===== config.mk =====
export PLATFORM = sky130hd
export DESIGN_NAME = fetch_queue
export DESIGN_NICKNAME = d
export VERILOG_FILES = /design/src/rtl/fetch_queue.sv
export SDC_FILE = /design/constraint.sdc
export NUM_CORES = 1
export LEC_CHECK = 0
export CAP_MARGIN = 0
export CORE_MARGIN = 1
export CORE_UTILIZATION = 35
export DETAILED_ROUTE_END_ITERATION = 16
export PLACE_DENSITY = 0.61
export RECOVER_POWER = 25
export SYNTH_ARGS = -nofsm -noshare
export SYNTH_HDL_FRONTEND = slang
export SYNTH_SLANG_ARGS = --single-unit

===== constraint.sdc =====
create_clock -name clk -period 6 [get_ports clk]
set_clock_uncertainty 0.1 [all_clocks]
set_input_delay 1.2 -clock clk [delete_from_list [all_inputs] [get_ports clk]]
set_output_delay 1.2 -clock clk [all_outputs]
set_load 0.05 [all_outputs]

===== src/rtl/fetch_queue.sv =====
// Instruction fetch queue: issues sequential word fetches and buffers the returned words for decode.
// Latency: a request in cycle N returns in N+1 and is visible at the head no earlier than N+2.
// Backpressure: a fetch is issued only while buffered plus in-flight entries leave room, so a response always has a slot.
//
// Ports:
//   clk, rst                 clock, synchronous active-high reset
//   imem_req / imem_addr     fetch request and word-aligned byte address
//   imem_rdata               fetched word, one cycle after the request
//   redirect / redirect_pc   flush and restart fetch at redirect_pc (low two bits ignored)
//   out_valid / out_ready    head handshake towards decode
//   out_inst / out_pc        head instruction word and its address
//   occupancy                number of buffered entries
//   stall_cnt                saturating count of cycles decode was ready but starved
//                            (only when FETCH_QUEUE_PERF_EN is defined)
module fetch_queue #(
    parameter int          DEPTH    = 4,
    parameter logic [31:0] RESET_PC = 32'h0000_0000
) (
    input  logic                     clk,
    input  logic                     rst,
    output logic                     imem_req,
    output logic [31:0]              imem_addr,
    input  logic [31:0]              imem_rdata,
    input  logic                     redirect,
    input  logic [31:0]              redirect_pc,
    output logic                     out_valid,
    input  logic                     out_ready,
    output logic [31:0]              out_inst,
    output logic [31:0]              out_pc,
`ifdef FETCH_QUEUE_PERF_EN
    output logic [31:0]              stall_cnt,
`endif
    output logic [$clog2(DEPTH):0]   occupancy
);

    localparam int PTR_W = $clog2(DEPTH);
    localparam int OCC_W = PTR_W + 1;

    logic [31:0]      inst_mem [DEPTH];
    logic [31:0]      pc_mem   [DEPTH];
    logic [PTR_W-1:0] head;
    logic [PTR_W-1:0] tail;
    logic [OCC_W-1:0] occ;
    logic             in_flight;
    logic [31:0]      in_flight_pc;
    logic [31:0]      fetch_pc;
    logic [OCC_W:0]   committed;
    logic             push;
    logic             pop;

    // The sub-word bits of a redirect target are meaningless for word fetch.
    logic unused_redirect_lsbs;
    assign unused_redirect_lsbs = ^redirect_pc[1:0];

    // Credit rule: every slot is either holding a word or reserved for the
    // response already on its way, so a push can never find the buffer full.
    assign committed = {1'b0, occ} + {{OCC_W{1'b0}}, in_flight};
    assign imem_req  = !rst && !redirect && (committed < (OCC_W + 1)'(DEPTH));
    assign imem_addr = fetch_pc;

    // A response arriving in the redirect cycle belongs to the discarded path.
    assign push      = in_flight && !redirect;
    assign out_valid = !rst && !redirect && (occ != '0);
    assign pop       = out_valid && out_ready;

    assign out_inst  = inst_mem[head];
    assign out_pc    = pc_mem[head];
    assign occupancy = occ;

    always_ff @(posedge clk) begin
        if (rst) begin
            fetch_pc     <= {RESET_PC[31:2], 2'b00};
            occ          <= '0;
            head         <= '0;
            tail         <= '0;
            in_flight    <= 1'b0;
            in_flight_pc <= '0;
        end else if (redirect) begin
            fetch_pc     <= {redirect_pc[31:2], 2'b00};
            occ          <= '0;
            head         <= '0;
            tail         <= '0;
            in_flight    <= 1'b0;
        end else begin
            // Address wraps naturally at the top of the 32-bit space.
            if (imem_req) begin
                fetch_pc <= fetch_pc + 32'd4;
            end
            in_flight    <= imem_req;
            in_flight_pc <= fetch_pc;
            if (push) begin
                tail <= tail + PTR_W'(1);
            end
            if (pop) begin
                head <= head + PTR_W'(1);
            end
            if (push && !pop) begin
                occ <= occ + OCC_W'(1);
            end else if (pop && !push) begin
                occ <= occ - OCC_W'(1);
            end
        end
    end

    // Payload storage carries no reset; only the pointers define validity.
    always_ff @(posedge clk) begin
        if (!rst && push) begin
            inst_mem[tail] <= imem_rdata;
            pc_mem[tail]   <= in_flight_pc;
        end
    end

`ifdef FETCH_QUEUE_PERF_EN
    always_ff @(posedge clk) begin
        if (rst) begin
            stall_cnt <= '0;
        end else if (out_ready && !out_valid && (stall_cnt != 32'hFFFF_FFFF)) begin
            stall_cnt <= stall_cnt + 32'd1;
        end
    end
`endif

    assert property (@(posedge clk) disable iff (rst)
        !(push && (occ == OCC_W'(DEPTH))));

endmodule


==> results of run 1 <==
## cell usage in the layout, fill, tap and decap left out, types with 14 or more instances in the layout
cell type        Yosys  routed
clkdlybuf4s50_1      0     149
nand2_1             18      18
clkbuf_16            0      37
dfxtp_1             70      68
edfxtp_1           248     248
xor2_1              24      24
a211oi_1            22      22
mux2i_1             33      33
mux4_2              62      62
nor2_1              72      72
nand3_1             14      14
clkbuf_1            23      15
## routing by layer
layer	vias to the layer above	global-route usage, %	wire, um
li1	2997	-	-
met1	3343	20.3	11700
met2	206	24.6	12600
met3	39	3.43	1580
met4	0	3.72	486
met5	-	0	0
## logic make-up (layout without fill, tap and decap cells)
| logic type | after synthesis | in the layout | synth area share (%) |
|---|---|---|---|
| flip-flops | 318 | 318 | 73.1 |
| other | 1 | 5 | 0.0310 |
| multiplexers | 95 | 95 | 14.3 |
| AND/OR/NAND/NOR | 146 | 146 | 5.77 |
| adder cells (fa/ha/maj) | 7 | 7 | 0.785 |
| buffers and inverters | 47 | 242 | 1.61 |
| AO/OA/AOI/OAI | 36 | 36 | 2.07 |
| XOR/XNOR | 33 | 33 | 2.39 |
## area by class of cell
cell class	count	area share (%)
timing repair buffer	172	11.0
clock inverter	7	0.408
antenna	1	0.0163
inverter	7	0.171
tap	448	3.65
sequential	318	57.7
clock buffer	56	6.89
multi-input combinational	321	20.2
## power breakdown
part | internal [mW] | switching, mW | total, mW
Sequential | 2.40 | 0.0436 | 2.45
Clock | 1.25 | 0.817 | 2.07
Combinational | 0.115 | 0.172 | 0.287
Total | 3.77 | 1.03 | 4.80
## worst max-delay path, cell delays in order
cell             delay, ps
buf_2                  100
or2_0                  210
clkbuf_1               310
nor2_1                 610
clkdlybuf4s50_1        930
## cell usage after synthesis (2+ instances only)
library cell / instances
nand2_1: 18
and3_1: 7
dfxtp_1: 70
and2_1: 3
a21oi_1: 7
nand3_1: 14
clkbuf_1: 23
edfxtp_1: 248
ha_1: 6
buf_4: 4
and4_1: 2
nor4_1: 3
nor2_1: 72
nor3_1: 6
mux4_2: 62
o21ai_0: 2
nand4_1: 13
xor2_1: 24
buf_2: 3
xnor2_1: 9
a211oi_1: 22
buf_1: 10
inv_1: 7
or3_1: 2
mux2i_1: 33
## worst min-delay path by stage
stage	to	slack (ps)	cells past startpoint
finish	pc_mem[1][24]	410	0
global route	pc_mem[2][11]	420	0
CTS	pc_mem[2][11]	410	0
detailed placement	pc_mem[0][31]	390	0
global placement	pc_mem[3][19]	380	0
floorplan	pc_mem[0][10]	360	0
## state kept, by name, indices dropped and copies added, names as in the netlist, named ones only
| register | cells |
|---|---|
| imem_addr | 30 |
| tail | 2 |
| in_flight_pc | 30 |
| head | 2 |
| pc_mem | 120 |
| in_flight | 1 |
| inst_mem | 128 |
| occupancy | 3 |
==> flow_summary.yaml, run 1 <==
global_route:
  antenna_found_initial: 1
  grt_pass1_wl_um: 40300
  grt_pass1_vias: 6695
  grt_max_degree: 63
  grt_util_all_layers_pct: 15.0
  grt_overflow_total: 0
timing:
  post-route-period-util_pct: 77.8
  relSlewSlack_pct: 18.3
  tightestPinTransition_ps: 1210
  final-setup-viol-count: 0
  setup_tns_ps: 0
  fmax_mhz: 214
  hold_violations: 0
  min_period_ps: 4670
  worst_slack_ps: 1330
  rsz0062_at_grt: "no"
  finalMaxSlewViolations: 0
  whs_ps: 405
layout:
  final_cell_area_um2: 15300
  syn2layout_area_growth_pct: 26.7
  final_core_util_pct: 45.4
  fin_cells: 1330
  nNetsFinal: 930
  regArea_um2: 8860
  multi_input_area_um2: 3090
  fill_cells: 2950
  layout-drive-gt1-share_pct: 15.0
clocking:
  cts-buffers-inserted: 35
  clkSinkCount: 318
  cts-root-buf: "clkbuf_16"
  clockBufferDepth: 3
  cts-resized-gates: 0
  clk_latency_ps: 500
  postCtsHoldBufs: 0
  post_cts_buffers: 0
  h-tree-depth: 2
  cts_tree: "built"
  clk_pin_slew_ps: 60
worst_setup_path:
  ff2ff_path_depth: 5
  path_class: "primary input to output pin"
  reg2reg_to: "imem_addr[28]"
  critPathRequiredTime_ps: 4700
  cp.arrival_ps: 3370
  startpoint: "redirect"
  critPathLaunchType: "primary input"
  crit_end: "imem_req"
  crit_fanout: 13
  end_kind: "output pin"
  regToRegSetupSlack_ps: 3310
  r2r_start: "imem_addr[5]"
floorplan:
  rows: 67
  die_area_um2: 35300
  die_w_um: 188
  fp.coreArea_um2: 33800
  ios: 169
  start_util_pct: 35.8
  die_h_um: 188
placement:
  hpwl_um: 15700
  gp_congestion: 0.733
  dpl-instance-area_um2: 14200
  dp_cells: 1266
  port_buffers: 162
  place_ws_ps: 1560
logic_synthesis:
  synth_cell_types: 38
  async_reset_ff_share_pct: 0
  synth_top_cell_by_area: "edfxtp_1"
  syn-instance-count: 683
  ys_ff_latch: 318
  synth-edff-count: 248
  synth_area_leaders: "edfxtp_1, dfxtp_1, mux4_2"
  syn_avg_cell_area_um2: 17.7
  ys_seq_area_share_pct: 73.1
  yosys_warnings: 0
  synth_top_area_share_pct: 61.5
  synth-main-ff-cell: "edfxtp_1"
  syn_area_um2: 12100
routing:
  drc: 0
  ant_nets: 0
  first_pass_iters: 4
  wl_per_cell_um: 19.8
  routed_via_density: 4.95
  drt-initial-drc-count: 279
  wl_um: 26400
  vias: 6585
pwr:
  power.leakage_nw: 5.00
  powerDensity_nw_per_um2: 313
  vdd_drop_max_v: 0.000147
  finalPower_mw: 4.80
hold_path:
  hold_class: "register to register"
  min-delay-start: "in_flight_pc[24]"
flow_run:
  max-cap-violations: 0
status:
  outcome: "finished, final reports clean"
Power figures use the tool's default switching activity.
==> run 2: changes to the inputs <==
--- a/config.mk
+++ b/config.mk
@@ -9,7 +9,7 @@
 export CORE_MARGIN = 1
 export CORE_UTILIZATION = 35
 export DETAILED_ROUTE_END_ITERATION = 16
-export PLACE_DENSITY = 0.61
+export PLACE_DENSITY = 0.63
 export RECOVER_POWER = 25
 export SYNTH_ARGS = -nofsm -noshare
 export SYNTH_HDL_FRONTEND = slang
==> constraint.sdc (replaced) <==
create_clock -name clk -period 3.9 [get_ports clk]
set_clock_uncertainty 0.1 [all_clocks]
set_input_delay 0.78 -clock clk [delete_from_list [all_inputs] [get_ports clk]]
set_output_delay 0.78 -clock clk [all_outputs]
set_load 0.05 [all_outputs]
==> run 2 against run 1 <==
  * Setup slack got worse by 1100 ps
  * Largest cell class unchanged
  * Critical endpoint is now out_pc[28]
  * First-iteration DRC count rose by 23%
  * Count of clock-buffer cells in the layout fell by 11
  * Clock power rose by 54%
  * Largest power group unchanged
==> flow_summary.yaml, run 2 (synthesized netlist as in run 1, its figures left out) <==
status:
  outcome: "finished, final reports clean"
worst_setup_path:
  cp.arrival_ps: 2810
  crit_fanout: 15
  end_kind: "output pin"
  crit_path_top_delay_cell: "clkdlybuf4s50_1"
  crit_cells: 3
  cpLargestDelayFamily: "buffers and inverters"
  critPathRequiredTime_ps: 3020
  path_cells: "buf_4, mux4_2, clkdlybuf4s50_1"
  critPathLaunchType: "register"
  slowest_delay_ps: 730
  ff2ff_path_depth: 5
  path_class: "register to output pin"
  cp_num_buf_inv: 2
timing:
  min_period_ps: 3690
  setup_tns_ps: 0
  post-route-period-util_pct: 94.7
  relSlewSlack_pct: 35.9
  finalMaxSlewViolations: 0
  tightestPinTransition_ps: 957
  hold_violations: 0
  rsz0062_at_grt: "no"
  fmax_mhz: 271
  final-setup-viol-count: 0
  whs_ps: 405
pwr:
  vdd_drop_max_v: 0.000249
  power.leakage_nw: 5.06
  powerDensity_nw_per_um2: 478
  finalPower_mw: 7.39
clocking:
  clockBufferDepth: 3
  cts-buffers-inserted: 35
  h-tree-depth: 2
  cts-resized-gates: 0
  clkSinkCount: 318
  clk_latency_ps: 510
  postCtsHoldBufs: 0
  post_cts_buffers: 0
  clk_pin_slew_ps: 60
  cts_tree: "built"
  cts-root-buf: "clkbuf_16"
routing:
  highest_layer: "met5"
  ant_nets: 0
  drt-initial-drc-count: 344
  vias: 6584
  first_pass_iters: 5
  wl_um: 26100
  wl_per_cell_um: 19.6
  wl_met1_um: 11700
  drc: 0
  routed_via_density: 4.93
  routed-wl-met3_um: 1680
  met2_length_um: 12300
layout:
  regMostFlops: "inst_mem"
  diodes: 0
  syn2layout_area_growth_pct: 27.8
  fill_cells: 2926
  largest_reg_flops: 128
  nNetsFinal: 937
  layout-drive-gt1-share_pct: 16.1
  layout_common_cells: "edfxtp_1, clkdlybuf4s50_1, nor2_1"
  top_regs: "inst_mem x128, pc_mem x120"
  final_common_cell: "edfxtp_1"
hold_path:
  hold_class: "register to register"
  whs_path_depth: 0
floorplan:
  fp.coreArea_um2: 33800
  die_h_um: 188
  die_area_um2: 35300
  rows: 67
  ios: 169
  die_w_um: 188
  start_util_pct: 35.8
flow_run:
  max-cap-violations: 0
global_route:
  grt_max_degree: 62
  antenna_found_initial: 1
  grt_overflow_total: 0
  grt_pass1_wl_um: 40200
  grt_pass1_vias: 6806
  grt_util_all_layers_pct: 14.8
placement:
  port_buffers: 162
  hpwl_um: 16100
  gp_congestion: 0.781
run 2: where the power goes:
part	internal, mW	switching, mW
logic	0.180	0.267
registers	3.70	0.0654
clock network	1.90	1.28
total	5.78	1.61
run 2: layout make-up:
| cell class | instances | area (um^2) | share of cell area [%] |
|---|---|---|---|
| Sequential cell | 318 | 8860 | 57.2 |
| Tap cell | 448 | 561 | 3.62 |
| Clock buffer | 45 | 933 | 6.03 |
| Clock inverter | 18 | 179 | 1.16 |
| Timing Repair Buffer | 179 | 1820 | 11.8 |
| Multi-Input combinational cell | 321 | 3090 | 20.0 |
| Inverter | 7 | 26.3 | 0.170 |
run 2: worst register-to-register path, stage by stage, from the launching register on:
cell and delay (ps):
dfxtp_1 490, nand4_1 250, nor4_1 750, nand4_1 230, xor2_1 210, a2111oi_0 400
run 2: routing by layer:
metal,vias up,track usage (%)
li1,3024,-
met1,3318,19.9
met2,202,24.2
met3,38,3.41
met4,2,3.85
met5,-,0
run 2: final timing paths:
kind / slack, ps / startpoint / to
setup / recovery: 210 / register / out_pc[28]
hold / removal: 400 / in_flight_pc[29] / pc_mem[3][29]
setup reg to reg: 1360 / imem_addr[9] / imem_addr[30]
hold reg to reg: 400 / in_flight_pc[29] / pc_mem[3][29]
run 2: through the flow:
step	instances	utilization [%]	worst slack [ps]	area, um^2
finish	1336	45.8	206	15500
detailed placement	1273	42.5	595	14400
global placement	1273	42.5	580	14400
CTS	1336	45.8	130	15500
floorplan	686	-	390	12100
global route	1336	45.8	58.5	15500
==> run 3: changes to the inputs <==
--- a/config.mk
+++ b/config.mk
@@ -9,7 +9,8 @@
 export CORE_MARGIN = 1
 export CORE_UTILIZATION = 35
 export DETAILED_ROUTE_END_ITERATION = 16
-export PLACE_DENSITY = 0.63
+export DONT_BUFFER_PORTS = 1
+export PLACE_DENSITY = 0.55
 export RECOVER_POWER = 25
 export SYNTH_ARGS = -nofsm -noshare
 export SYNTH_HDL_FRONTEND = slang
==> constraint.sdc (replaced) <==
create_clock -name clk -period 3.8 [get_ports clk]
set_clock_uncertainty 0.1 [all_clocks]
set_input_delay 0.76 -clock clk [delete_from_list [all_inputs] [get_ports clk]]
set_output_delay 0.76 -clock clk [all_outputs]
set_load 0.05 [all_outputs]
==> run 3 against run 2 <==
  * First-iteration DRC count decreased by 0.58%
  * Critical endpoint is now out_pc[15]
  * Sequential share of layout area increased by 6.4 points
  * Highest routed layer is now met4
  * Total power increased by 3.1%
==> flow_summary.yaml, run 3 (synthesized netlist as in run 1, its figures left out) <==
status:
  outcome: "finished, final reports clean"
floorplan:
  rows: 67
  fp.coreArea_um2: 33800
  die_w_um: 188
  die_h_um: 188
  ios: 169
  start_util_pct: 35.8
  die_area_um2: 35300
worst_setup_path:
  r2r_start: "imem_addr[6]"
  cpLargestDelayFamily: "flip-flops"
  end_kind: "output pin"
  slowest_delay_ps: 760
  cp.arrival_ps: 2370
  crit_fanout: 27
  critPathLaunchType: "register"
  crit_end: "out_pc[15]"
  path_class: "register to output pin"
  crit_path_top_delay_cell: "dfxtp_4"
  cp_num_buf_inv: 1
  critPathRequiredTime_ps: 2940
  regToRegSetupSlack_ps: 1020
  path_cells: "buf_12, mux4_2"
  reg2reg_to: "imem_addr[31]"
  crit_cells: 2
  ff2ff_path_depth: 5
layout:
  final_common_cell: "edfxtp_1"
  layout-drive-gt1-share_pct: 20.1
  syn2layout_area_growth_pct: 15.0
  largest_reg_flops: 128
  layout_common_cells: "edfxtp_1, nor2_1, dfxtp_1"
  fin_cells: 1184
  regMostFlops: "inst_mem"
  top_regs: "inst_mem x128, pc_mem x120"
  nNetsFinal: 783
  final_cell_area_um2: 13900
hold_path:
  min-delay-start: "rst"
  hold_class: "primary input to register"
pwr:
  powerDensity_nw_per_um2: 548
  swShare_pct: 21.3
  p_int_mw: 6.00
  power.leakage_nw: 4.48
  p_switching_mw: 1.62
  p_comb_share_pct: 3.7
  p_seq_share_pct: 51.0
  vdd_drop_max_v: 0.000269
  power_frac_clock_pct: 45.3
  finalPower_mw: 7.62
timing:
  final-setup-viol-count: 0
  post-route-period-util_pct: 84.9
  whs_ps: 218
  finalMaxSlewViolations: 0
  rsz0062_at_grt: "no"
  tightestPinTransition_ps: 1070
  fmax_mhz: 310
  min_period_ps: 3230
  hold_violations: 0
  setup_tns_ps: 0
  relSlewSlack_pct: 28.6
global_route:
  grt_max_degree: 63
  antenna_found_initial: 1
  grt_pass1_vias: 6476
  grt_util_all_layers_pct: 14.8
  grt_pass1_wl_um: 39700
  grt_overflow_total: 0
routing:
  wl_per_cell_um: 21.9
  vias: 6059
  wl_um: 25900
  routed_via_density: 5.12
  drt-initial-drc-count: 342
  ant_nets: 0
  first_pass_iters: 5
  drc: 0
clocking:
  clk_pin_slew_ps: 60
  cts-root-buf: "clkbuf_16"
  cts_tree: "built"
  clkSinkCount: 318
  clk_latency_ps: 510
  clockBufferDepth: 3
  postCtsHoldBufs: 0
  h-tree-depth: 2
  cts-buffers-inserted: 36
  cts-resized-gates: 0
  post_cts_buffers: 0
placement:
  dp_cells: 1118
  dpl-instance-area_um2: 12700
  port_buffers: 0
  hpwl_um: 15400
  gp_congestion: 0.813
flow_run:
  max-cap-violations: 0
## run 3: cell types whose count changed in the layout (fill, tap and decap cells not counted), moves of 3 or more
cell	before	now
clkdlybuf4s50_1	146	0
dlygate4sd3_1	12	0
buf_4	12	23
buf_12	7	1
clkbuf_1	8	5
clkinv_1	5	8
## run 3: layout make-up
cell class / instances / area [um^2]
fill: 2992 / 19900
multi-input combinational: 321 / 3090
clock buffer: 42 / 945
inverter: 7 / 26.3
clock inverter: 23 / 243
antenna: 1 / 2.50
tap: 448 / 561
sequential: 318 / 8860
timing repair buffer: 24 / 193
## run 3: power by group through the flow
stage / logic, mW / registers, mW / clock network (mW)
detailed placement: 0.285 / 3.96 / 0
global placement: 0.280 / 3.96 / 0
finish: 0.283 / 3.89 / 3.45
floorplan: 0.197 / 3.99 / 0
CTS: 0.286 / 3.89 / 3.55
global route: 0.302 / 3.90 / 3.67
## run 3: worst min-delay path by stage
stage,endpoint,slack (ps),depth (start not counted)
5_1_grt,imem_addr[23],190,1
6_report,imem_addr[3],220,1
3_5_place_dp,pc_mem[2][30],400,0
4_1_cts,imem_addr[31],190,1
2_1_floorplan,pc_mem[0][10],360,0
3_3_place_gp,pc_mem[2][22],380,0
## run 3: stage by stage
step                util (%)  worst slack (ps)
floorplan                  -               310
global placement        37.7               874
detailed placement      37.7               868
CTS                     41.2               466
global route            41.2               394
finish                  41.2               575
## run 3: routing by layer
layer  wire length (um)  track usage (%)
met3               2150             5.11
met4                469             4.07
met2              12600             24.8
met1              10700             18.2
met5                  0                0
